File: src/rtl/serial_pkg.sv
// Shared types and constants for the serial transmit scheduler.
// Frame length and the parity state depend on SERIAL_TX_PARITY_EN.
package serial_pkg;

  localparam int unsigned BYTE_W    = 8;
  localparam logic        START_BIT = 1'b0;
  localparam logic        STOP_BIT  = 1'b1;

`ifdef SERIAL_TX_PARITY_EN
  localparam int unsigned FRAME_LEN = 11;
`else
  localparam int unsigned FRAME_LEN = 10;
`endif

  typedef enum logic [2:0] {
    ST_IDLE,
    ST_START,
    ST_DATA,
`ifdef SERIAL_TX_PARITY_EN
    ST_PARITY,
`endif
    ST_STOP,
    ST_GAP
  } tx_state_e;

  // Odd parity: data plus parity bit carries an odd number of ones.
  function automatic logic odd_parity(input logic [BYTE_W-1:0] d);
    return ~(^d);
  endfunction

endpackage

File: src/rtl/rr_arbiter.sv
// Round-robin arbiter: first requester at or after ptr wins.
// Pure combinational; one-hot grant plus encoded index.
module rr_arbiter #(
  parameter int unsigned N = 2,
  localparam int unsigned IW = (N > 1) ? $clog2(N) : 1
) (
  input  logic [N-1:0]  req,
  input  logic [IW-1:0] ptr,
  output logic [N-1:0]  gnt_c,
  output logic [IW-1:0] idx_c,
  output logic          any_c
);

  always_comb begin
    int unsigned j;
    gnt_c = '0;
    idx_c = '0;
    any_c = 1'b0;
    j     = 0;
    for (int unsigned i = 0; i < N; i++) begin
      j = 32'(ptr) + i;
      if (j >= N) j = j - N;
      if (!any_c && req[IW'(j)]) begin
        any_c           = 1'b1;
        gnt_c[IW'(j)]   = 1'b1;
        idx_c           = IW'(j);
      end
    end
  end

endmodule

File: src/rtl/serial_tx_sched.sv
// Round-robin scheduler + serializer sharing one serial line among NUM_REQ byte producers.
// Optional odd-parity bit enabled by defining SERIAL_TX_PARITY_EN.
module serial_tx_sched
  import serial_pkg::*;
#(
  parameter int unsigned NUM_REQ  = 2,
  parameter int unsigned DATA_W   = 8,
  parameter int unsigned IDLE_GAP = 0,
  localparam int unsigned IDX_W = (NUM_REQ > 1) ? $clog2(NUM_REQ) : 1
) (
  input  logic                      clk,
  input  logic                      reset_n,
  input  logic [NUM_REQ-1:0]        req_valid,
  input  logic [NUM_REQ*DATA_W-1:0] req_data,
  output logic [NUM_REQ-1:0]        req_ready,
  output logic                      dout,
  output logic                      busy,
  output logic [IDX_W-1:0]          grant_id,
  output logic                      frame_done
);

  localparam int unsigned GAP_W = 4;

`ifdef SERIAL_TX_PARITY_EN
  localparam int unsigned PAR_LEN = 1;
`else
  localparam int unsigned PAR_LEN = 0;
`endif

  if (DATA_W != BYTE_W) begin : g_bad_data_w
    $error("DATA_W must equal BYTE_W");
  end
  if (FRAME_LEN != BYTE_W + 2 + PAR_LEN) begin : g_bad_frame_len
    $error("FRAME_LEN inconsistent with parity configuration");
  end
  if (IDLE_GAP > 15) begin : g_bad_gap
    $error("IDLE_GAP must be 0..15");
  end

  tx_state_e          state_q, state_d;
  logic [2:0]         bit_cnt_q, bit_cnt_d;
  logic [BYTE_W-1:0]  shift_q, shift_d;
  logic [GAP_W-1:0]   gap_cnt_q, gap_cnt_d;
  logic [IDX_W-1:0]   ptr_q, ptr_d;
  logic [IDX_W-1:0]   grant_id_d;
  logic               dout_d, busy_d, frame_done_d;
  logic [NUM_REQ-1:0] arb_gnt;
  logic [IDX_W-1:0]   arb_idx;
  logic               arb_any;
  logic [BYTE_W-1:0]  sel_byte;
`ifdef SERIAL_TX_PARITY_EN
  logic               parity_q, parity_d;
`endif

  rr_arbiter #(.N(NUM_REQ)) u_arb (
    .req   (req_valid),
    .ptr   (ptr_q),
    .gnt_c (arb_gnt),
    .idx_c (arb_idx),
    .any_c (arb_any)
  );

  assign req_ready = (state_q == ST_IDLE) ? arb_gnt : '0;

  // One-hot byte mux for the granted requester
  always_comb begin
    sel_byte = '0;
    for (int unsigned i = 0; i < NUM_REQ; i++) begin
      if (arb_gnt[i]) sel_byte = req_data[i*DATA_W +: BYTE_W];
    end
  end

  // Next state and next registered outputs; dout_d is the line value for the next cycle
  always_comb begin
    state_d      = state_q;
    bit_cnt_d    = bit_cnt_q;
    shift_d      = shift_q;
    gap_cnt_d    = gap_cnt_q;
    ptr_d        = ptr_q;
    grant_id_d   = grant_id;
    dout_d       = STOP_BIT;
    busy_d       = 1'b1;
    frame_done_d = 1'b0;
`ifdef SERIAL_TX_PARITY_EN
    parity_d     = parity_q;
`endif
    case (state_q)
      ST_IDLE: begin
        busy_d = 1'b0;
        if (arb_any) begin
          state_d    = ST_START;
          shift_d    = sel_byte;
          grant_id_d = arb_idx;
          ptr_d      = (arb_idx == IDX_W'(NUM_REQ - 1)) ? '0 : arb_idx + IDX_W'(1);
          dout_d     = START_BIT;
          busy_d     = 1'b1;
`ifdef SERIAL_TX_PARITY_EN
          parity_d   = odd_parity(sel_byte);
`endif
        end
      end
      ST_START: begin
        state_d   = ST_DATA;
        bit_cnt_d = 3'd0;
        dout_d    = shift_q[0];
        shift_d   = shift_q >> 1;
      end
      ST_DATA: begin
        if (bit_cnt_q == 3'd7) begin
`ifdef SERIAL_TX_PARITY_EN
          state_d      = ST_PARITY;
          dout_d       = parity_q;
`else
          state_d      = ST_STOP;
          dout_d       = STOP_BIT;
          frame_done_d = 1'b1;
`endif
        end else begin
          bit_cnt_d = bit_cnt_q + 3'd1;
          dout_d    = shift_q[0];
          shift_d   = shift_q >> 1;
        end
      end
`ifdef SERIAL_TX_PARITY_EN
      ST_PARITY: begin
        state_d      = ST_STOP;
        dout_d       = STOP_BIT;
        frame_done_d = 1'b1;
      end
`endif
      ST_STOP: begin
        if (IDLE_GAP == 0) begin
          state_d = ST_IDLE;
          busy_d  = 1'b0;
        end else begin
          state_d   = ST_GAP;
          gap_cnt_d = '0;
        end
      end
      ST_GAP: begin
        if (gap_cnt_q == GAP_W'(IDLE_GAP - 1)) begin
          state_d = ST_IDLE;
          busy_d  = 1'b0;
        end else begin
          gap_cnt_d = gap_cnt_q + GAP_W'(1);
        end
      end
      default: begin
        state_d = ST_IDLE;
        busy_d  = 1'b0;
      end
    endcase
  end

  always_ff @(posedge clk or negedge reset_n) begin
    if (!reset_n) begin
      state_q    <= ST_IDLE;
      bit_cnt_q  <= '0;
      shift_q    <= '0;
      gap_cnt_q  <= '0;
      ptr_q      <= '0;
      grant_id   <= '0;
      dout       <= STOP_BIT;
      busy       <= 1'b0;
      frame_done <= 1'b0;
`ifdef SERIAL_TX_PARITY_EN
      parity_q   <= 1'b0;
`endif
    end else begin
      state_q    <= state_d;
      bit_cnt_q  <= bit_cnt_d;
      shift_q    <= shift_d;
      gap_cnt_q  <= gap_cnt_d;
      ptr_q      <= ptr_d;
      grant_id   <= grant_id_d;
      dout       <= dout_d;
      busy       <= busy_d;
      frame_done <= frame_done_d;
`ifdef SERIAL_TX_PARITY_EN
      parity_q   <= parity_d;
`endif
    end
  end

endmodule
File: config.mk
export PLATFORM = sky130hd
export DESIGN_NAME = serial_tx_sched
export DESIGN_NICKNAME = d
export VERILOG_FILES = /design/src/rtl/serial_pkg.sv /design/src/rtl/rr_arbiter.sv /design/src/rtl/serial_tx_sched.sv
export SDC_FILE = /design/constraint.sdc
export NUM_CORES = 1
export LEC_CHECK = 0
export BUFFER_PORTS_ARGS = -buffer_cell sky130_fd_sc_hd__buf_2
export CORE_MARGIN = 10
export CORE_UTILIZATION = 25
export DETAILED_ROUTE_END_ITERATION = 8
export PLACE_DENSITY = 0.41
export SYNTH_ARGS = -nofsm -noshare
export SYNTH_HDL_FRONTEND = slang
export SYNTH_HIERARCHICAL = 1
export SYNTH_SLANG_ARGS = --single-unit
File: constraint.sdc
create_clock -name clk -period 2.3 [get_ports clk]
set_clock_uncertainty 0.15 [all_clocks]
set_input_delay 0.115 -clock clk [delete_from_list [all_inputs] [get_ports clk]]
set_output_delay 0.115 -clock clk [all_outputs]
set_load 0.05 [all_outputs]
* Yosys cells after proc, flatten, opt, wreduce, memory -nomap -nowiden
Cells that the tools add are included.
** Operators by class
- Add/subtract/negate cells :: 6
- Magnitude comparators :: 6
- Equal/unequal tests :: 9
- Multiplexer cells :: 37
- Bitwise operators :: 2
- Reduce and logical (&&, ||, !) cells :: 13
** Operators with widths (number)
- $mux W8 :: 4
- $pmux W8 S3 :: 1
- $mux W1 :: 19
- $mux W3 :: 4
- $pmux W3 S4 :: 1
- $ne A2 B2 Y1 const B :: 4
- $eq A3 B3 Y1 const B :: 2
- $mux W2 :: 3
- $pmux W1 S3 :: 2
- $pmux W3 S2 :: 1
- $reduce_and A2 Y1 :: 3
- $reduce_and A3 Y1 :: 2
- $add A4 B1 Y4 const B :: 1
- $eq A4 B4 Y1 const B :: 1
- $lt A1 B2 Y1 const B :: 2
- $add A3 B1 Y3 const B :: 1
- $eq A3 B1 Y1 const B :: 1
- $eq A3 B2 Y1 const B :: 1
- $logic_and A1 B1 Y1 :: 3
- $logic_not A3 Y1 :: 1
- $reduce_bool A3 Y1 :: 1
- $add A1 B1 Y2 const B :: 1
- $demux W1 S1 :: 2
- $ge A1 B1 Y1 const B :: 2
- other kinds (9) :: 10
** Storage, ports and cells
- Bits in registers :: 23
- Bits of input ports :: 20
- Output and inout port bits :: 6
- Logic and storage cells :: 82

* Logic depth before layout (Yosys ltp)
Gate-level depths: netlist of the first run.
- Depth after elaboration :: 13
- Gate-level depth with buffers :: 7
- Mapped depth without buffers :: 5

* Cells and area by module
The synthesis of the first run kept the hierarchy.
** By module, submodules not included
- serial_tx_sched :: times used 1, cells each 95, area an instance 987.2 um2, seq. area each 451.7 um2
- rr_arbiter :: times used 1, cells each 5, area an instance 32.5 um2, seq. area each 0.0 um2

* Least setup slack after synthesis of the first run
Ideal clock, no wire load.
- Kind :: reg-to-reg
- Start :: reg bit_cnt_q[0]
- End :: reg shift_q[1]
- Library setup time :: 0.122 ns
- Arrival time :: 1.639 ns
- Required time :: 2.028 ns
- Slack :: 0.390 ns
- Stages on the path, launching flop included :: 7
- Path buffers :: 1
- Period minus slack after synthesis :: 1.910 ns
- Cell sequence :: dfrtp_1 -> ha_1 -> ha_1 -> and2_4 -> or3_1 -> buf_6 -> a32o_1
** Between the ends
- Longest elaborated chain between the ends :: 3
** RTL lines
- start: declaration :: RTL line serial_tx_sched.sv:41 : logic [2:0] bit_cnt_q, bit_cnt_d;
- start signal: assignment :: RTL line serial_tx_sched.sv:171 : bit_cnt_q <= bit_cnt_d;
- $eq A3 B3 Y1 :: RTL line serial_tx_sched.sv:109 : if (bit_cnt_q == 3'd7) begin
- $ne A2 B2 Y1 (no line)
- $reduce_and A3 Y1 (no line)
- end signal: assignment :: RTL line serial_tx_sched.sv:172 : shift_q <= shift_d;
- end: declaration :: RTL line serial_tx_sched.sv:42 : logic [BYTE_W-1:0] shift_q, shift_d;
No other way between the ends.
A chain may end at the register's enable or synchronous reset.

* Worst setup path after layout of the first run
Ends and elaborated chain as after synthesis.

==> results of run 1 <==
registers in the layout, indices dropped and copies added (netlist names):
| signal | count |
|---|---|
| bit_cnt_q | 3 |
| shift_q | 8 |
| frame_done | 1 |
| state_q | 2 |
| ptr_q | 1 |
| busy | 1 |
| grant_id | 1 |
| dout | 1 |
worst max path at each step:
stage | depth (start not counted) | end | slack, ps | startpoint
after CTS | 5 | shift_q[1] | 210 | bit_cnt_q[0]
after detailed placement | 5 | shift_q[1] | 230 | bit_cnt_q[0]
after global routing | 5 | shift_q[5] | 150 | bit_cnt_q[0]
after global placement | 5 | shift_q[1] | 280 | bit_cnt_q[0]
final | 5 | shift_q[1] | 240 | bit_cnt_q[0]
after floorplan | 6 | shift_q[1] | 390 | bit_cnt_q[0]
layout make-up:
class	count	area, um^2	share of cell area [%]
tap	50	62.56	4.985
sequential	18	451.7	35.99
multi-input combinational	65	489.2	38.98
timing repair buffer	30	165.2	13.16
inverter	11	41.29	3.290
clock buffer	4	45.04	3.589
metrics by stage:
stage / cell area (um^2) / hold WS (ps)
final: 1255 / 72.31
after global routing: 1255 / 105.5
after CTS: 1255 / 72.82
after detailed placement: 1200 / -70.17
after global placement: 1200 / -73.14
after floorplan: 1020 / -330.6
worst reg2reg max path, stage by stage, from the launching register on:
cell and delay [ps]:
dfrtp_1 410, ha_1 210, ha_1 250, and2_4 170, or3_1 490, a32o_1 270
metal layers:
layer  wire [um]  up-vias
li1            -      418
met1        1187      391
met2        1124       20
met3         123        2
met4          15        0
met5           0        -
cells by family (layout without fill, tap and decap cells):
group                    count (synthesis)  count (layout)  share of synthesized area, %
flip-flops                              18              18                         44.30
adder cells (fa/ha/maj)                  6               6                         7.362
multiplexers                             4               4                         4.417
AO/OA/AOI/OAI                           35              35                         25.89
XOR/XNOR                                 1               1                        0.8591
buffers and inverters                   17              45                         7.730
AND/OR/NAND/NOR                         19              19                         9.448
power by group through the flow:
stage / clock, W / combinational (W) / sequential (W)
after CTS: 0.000239 / 0.00112 / 0.000572
after global placement: 0 / 0.00110 / 0.000575
after floorplan: 0 / 0.000804 / 0.000655
after detailed placement: 0 / 0.00112 / 0.000578
final: 0.000227 / 0.00110 / 0.000569
after global routing: 0.000250 / 0.00123 / 0.000589
synthesized netlist by cell type (all sizes together):
library cell	count	area share, %
dfrtp	17	42
inv	11	4.0
a21oi	10	4.9
a32o	8	7.9
a221o	6	5.9
ha	6	7.4
nand2	6	2.2
o21ai	5	2.5
clkbuf	4	1.5
mux2	4	4.4
nor2	4	1.5
a21boi	3	2.2
and2	3	2.1
a22o	2	1.7
buf	2	2.2
nand2b	2	1.2
nor2b	2	1.2
dfstp	1	2.6
o22a	1	0.86
or2	1	0.61
or3	1	0.61
xnor2	1	0.86
==> impl_metrics.json, run 1 <==
{
  "numCtsBuffers": 3,
  "hold_start": "req_valid[0]",
  "htreeDepth": 1,
  "antenna_found_initial": 0,
  "post_layout_nonfiller_instances": 178,
  "hold_depth": 3,
  "grt_pass1_wl_um": 4188,
  "vdd_drop_max_mv": 0.4233,
  "cts_tree": "built",
  "ant_nets": 0,
  "seq_power_share_pct": 30.0,
  "critPathBufInv": 0,
  "status": "completed",
  "fillCellCount": 428,
  "powerDensity_nw_per_um2": 1509,
  "io_pins": 26,
  "met2_usage_pct": 10.94,
  "grt-ovfl-total": 0,
  "grt_max_degree": 19,
  "hp-class": "in2reg",
  "pre_cts_slack_ps": 234.6,
  "cts_sinks": 18,
  "hold_viol": 0,
  "end_kind": "register",
  "max_slew_margin_pct": 64.10,
  "placed_cells": 173,
  "start_util_pct": 25.68,
  "crit_path_max_fanout": 9,
  "dpl.hpwl_um": 1919,
  "report.final.slew_viol_count": 0,
  "design.core.area_um2": 3971,
  "start_kind": "register",
  "drt_pass1_iterations": 4,
  "routed_wl_um": 2451,
  "grtUsageMet3_pct": 2.344,
  "setup_ws_ps": 236.6,
  "finalNetCount": 155,
  "clock_tree.buffer_depth": 2,
  "p_sw_share_pct": 41.83,
  "rsz0062_at_grt": "no",
  "finalSetupTns_ps": 0,
  "num_rows": 23,
  "power_frac_clock_pct": 12.0,
  "ys_seq_elements": 18,
  "cts_root_buffer": "clkbuf_8",
  "wl_per_cell_um": 13.77,
  "yosysSeqAreaShare_pct": 44.29,
  "combPwrFrac_pct": 58.0,
  "cts_post_setup_buffers_inserted": 0,
  "gr-max-usage-layer": "met2",
  "diodes": 0,
  "cts_resized": 0,
  "syn_area_um2": 1020,
  "total_leakage_power_nw": 0.6015,
  "layout_common_cells": "25 x buf_2, 17 x dfrtp_1, 11 x inv_1",
  "die_h_um": 83.87,
  "critPathRequiredTime_ps": 2290,
  "met1_usage_pct": 8.495,
  "syn-num-nets": 126,
  "crit_path_frequent_cell": "ha_1",
  "arrival_ps": 2050,
  "cp_top_family": "simple AND/OR/NAND/NOR gates",
  "syn2layout_area_growth_pct": 23.07,
  "tightest_slew_ps": 538.5,
  "path_cells": "ha_1, ha_1, and2_4, or3_1, a32o_1",
  "drc": 0,
  "cap_violations": 0,
  "finalSetupViolCount": 0,
  "max_freq_mhz": 484.6,
  "r2r-end": "shift_q[1]",
  "synth_cell_types": 23,
  "utilization_pct": 31.60,
  "switchingPower_w": 0.0007923,
  "worstHoldEndpoint": "ptr_q",
  "drt_iter0_markers": 24,
  "synthCells": 100,
  "gp_congestion": 0.6885,
  "chipWidth_um": 83.87,
  "vias_per_cell": 4.669,
  "critPathKind": "reg2reg",
  "io_buffers": 25,
  "vias": 831,
  "grt_usage_pct": 6.972,
  "period_needed_ps": 2063,
  "final_common_cell": "buf_2",
  "syn_avg_cell_area_um2": 10.20,
  "crit_path_top_delay_cell": "or3_1",
  "clk_pin_slew_ps": 70,
  "reg2reg_slack_ps": 240,
  "yosys_warnings": 6,
  "drive_gt1_share_pct": 29.69,
  "intPower_w": 0.001102,
  "r2r_cells": 5,
  "period_share_pct": 89.71,
  "hold_buffers": 1,
  "critPathMaxStageDelay_ps": 490,
  "worst_r2r_startpoint": "bit_cnt_q[0]",
  "power_w": 0.001894,
  "grt_pass1_vias": 924,
  "die-area_um2": 7033,
  "clk_latency_ps": 250
}
Note: power is estimated with default switching activity, not from simulation.
==> inputs of run 2 (changes only) <==
CORE_ASPECT_RATIO = 0.5   (was default)
==> impl_metrics.json, run 2 (same netlist as run 1, synthesis figures left out) <==
{
  "clk_latency_ps": 250,
  "die_h_um": 65.16,
  "tightest_slew_ps": 578.6,
  "p_sw_share_pct": 41.42,
  "rsz0062_at_grt": "no",
  "diodes": 0,
  "syn2layout_area_growth_pct": 25.28,
  "intPower_w": 0.001130,
  "end_kind": "register",
  "total_leakage_power_nw": 0.6129,
  "die-area_um2": 7188,
  "layout_common_cells": "25 x buf_2, 17 x dfrtp_1, 11 x inv_1",
  "num_rows": 16,
  "design.core.area_um2": 3924,
  "hold_viol": 0,
  "crit_path_top_delay_cell": "or3_1",
  "finalNetCount": 156,
  "final_common_cell": "buf_2",
  "crit_path_max_fanout": 9,
  "clock_tree.buffer_depth": 2,
  "critPathMaxStageDelay_ps": 520,
  "cts_root_buffer": "clkbuf_8",
  "power_w": 0.001928,
  "drt_pass1_iterations": 4,
  "switchingPower_w": 0.0007988,
  "power_frac_clock_pct": 13.7,
  "hp-class": "in2reg",
  "multiInputGateArea_um2": 489.2,
  "critPathRequiredTime_ps": 2300,
  "fillCellCount": 443,
  "path_cells": "ha_1, ha_1, and2_4, or3_1, a32o_1",
  "arrival_ps": 2000,
  "regMostFlops": "shift_q",
  "report.final.slew_viol_count": 0,
  "period_needed_ps": 2003,
  "seqCellArea_um2": 451.7,
  "combPwrFrac_pct": 56.6,
  "gp_congestion": 0.7173,
  "critPathKind": "reg2reg",
  "io_pins": 26,
  "seq_power_share_pct": 29.6,
  "critPathBufInv": 0,
  "crit_path_frequent_cell": "ha_1",
  "clk_pin_slew_ps": 70,
  "final_area_um2": 1277,
  "grt_pass1_wl_um": 4278,
  "hold_buffers": 1,
  "wl_met2_um": 1185,
  "cts_sinks": 18,
  "post_dp_cell_area_um2": 1212,
  "grt-ovfl-total": 0,
  "grt_max_degree": 19,
  "cts_tree": "built",
  "max_slew_margin_pct": 61.43,
  "routed_wl_um": 2536,
  "drt-met1-wl_um": 1215,
  "chipWidth_um": 110.3,
  "start_util_pct": 25.99,
  "dpl.hpwl_um": 1885,
  "max_freq_mhz": 499.2,
  "htreeDepth": 1,
  "ant_nets": 0,
  "wl_per_cell_um": 13.86,
  "drt_iter0_markers": 33,
  "dr_wl_met3_um": 110,
  "vias": 838,
  "highest_layer": "met4",
  "numCtsBuffers": 3,
  "start_kind": "register",
  "powerDensity_nw_per_um2": 1510,
  "drive_gt1_share_pct": 31.01,
  "cap_violations": 0,
  "drc": 0,
  "finalSetupViolCount": 0,
  "finalSetupTns_ps": 0,
  "vias_per_cell": 4.579,
  "vdd_drop_max_mv": 0.3389,
  "io_buffers": 25,
  "status": "completed",
  "grt_pass1_vias": 865,
  "cp_top_family": "simple AND/OR/NAND/NOR gates",
  "top_regs": "shift_q: 8 flops, bit_cnt_q: 3 flops, state_q: 2 flops",
  "antenna_found_initial": 0,
  "largest_reg_flops": 8,
  "period_share_pct": 87.10,
  "cts_resized": 0,
  "cts_post_setup_buffers_inserted": 0,
  "grt_usage_pct": 7.390
}
run 2: per-layer routing:
layer / up-vias / track usage (%)
li1: 419 / -
met1: 407 / 9.408
met2: 10 / 11.48
met3: 2 / 2.821
met4: 0 / 1.911
met5: - / 0
run 2: final cells by class:
cell class                      instances  share of cell area [%]
Tap cell                               54                   5.289
Clock buffer                            4                   4.309
Multi-Input combinational cell         65                   38.30
Sequential cell                        18                   35.36
Inverter                               11                   3.232
Timing Repair Buffer                   31                   13.52
run 2: stage by stage:
step | hold slack [ps] | setup slack [ps] | cells | utilization (%)
global route | 98.67 | 225.5 | 183 | 32.56
CTS | 80.08 | 288.7 | 183 | 32.56
finish | 74.41 | 296.6 | 183 | 32.56
floorplan | -330.6 | 389.9 | 100 | -
global placement | -60.36 | 324.5 | 178 | 30.90
detailed placement | -63.79 | 305.4 | 178 | 30.90
run 2: final timing paths:
kind	to	depth (start not counted)	startpoint	slack [ps]
min in group asynchronous	grant_id	2	reset_n	170
max in group asynchronous	dout	2	reset_n	1500
hold / removal	shift_q[7]	4	req_data[15]	70
setup / recovery	shift_q[5]	5	bit_cnt_q[0]	300
setup reg to reg	shift_q[5]	5	bit_cnt_q[0]	300
hold reg to reg	shift_q[4]	1	shift_q[4]	350
run 2: power groups by stage:
stage | registers (W) | clock network (W) | logic [W]
detailed placement | 0.000577 | 0 | 0.00111
global route | 0.000590 | 0.000289 | 0.00124
CTS | 0.000570 | 0.000273 | 0.00111
global placement | 0.000574 | 0 | 0.00111
finish | 0.000572 | 0.000265 | 0.00109
floorplan | 0.000655 | 0 | 0.000804
run 2: worst register-to-register path, stage by stage, from the launching register on:
cell and delay, ps:
dfrtp_1 410, ha_1 210, ha_1 190, and2_4 150
or3_1 520, a32o_1 270
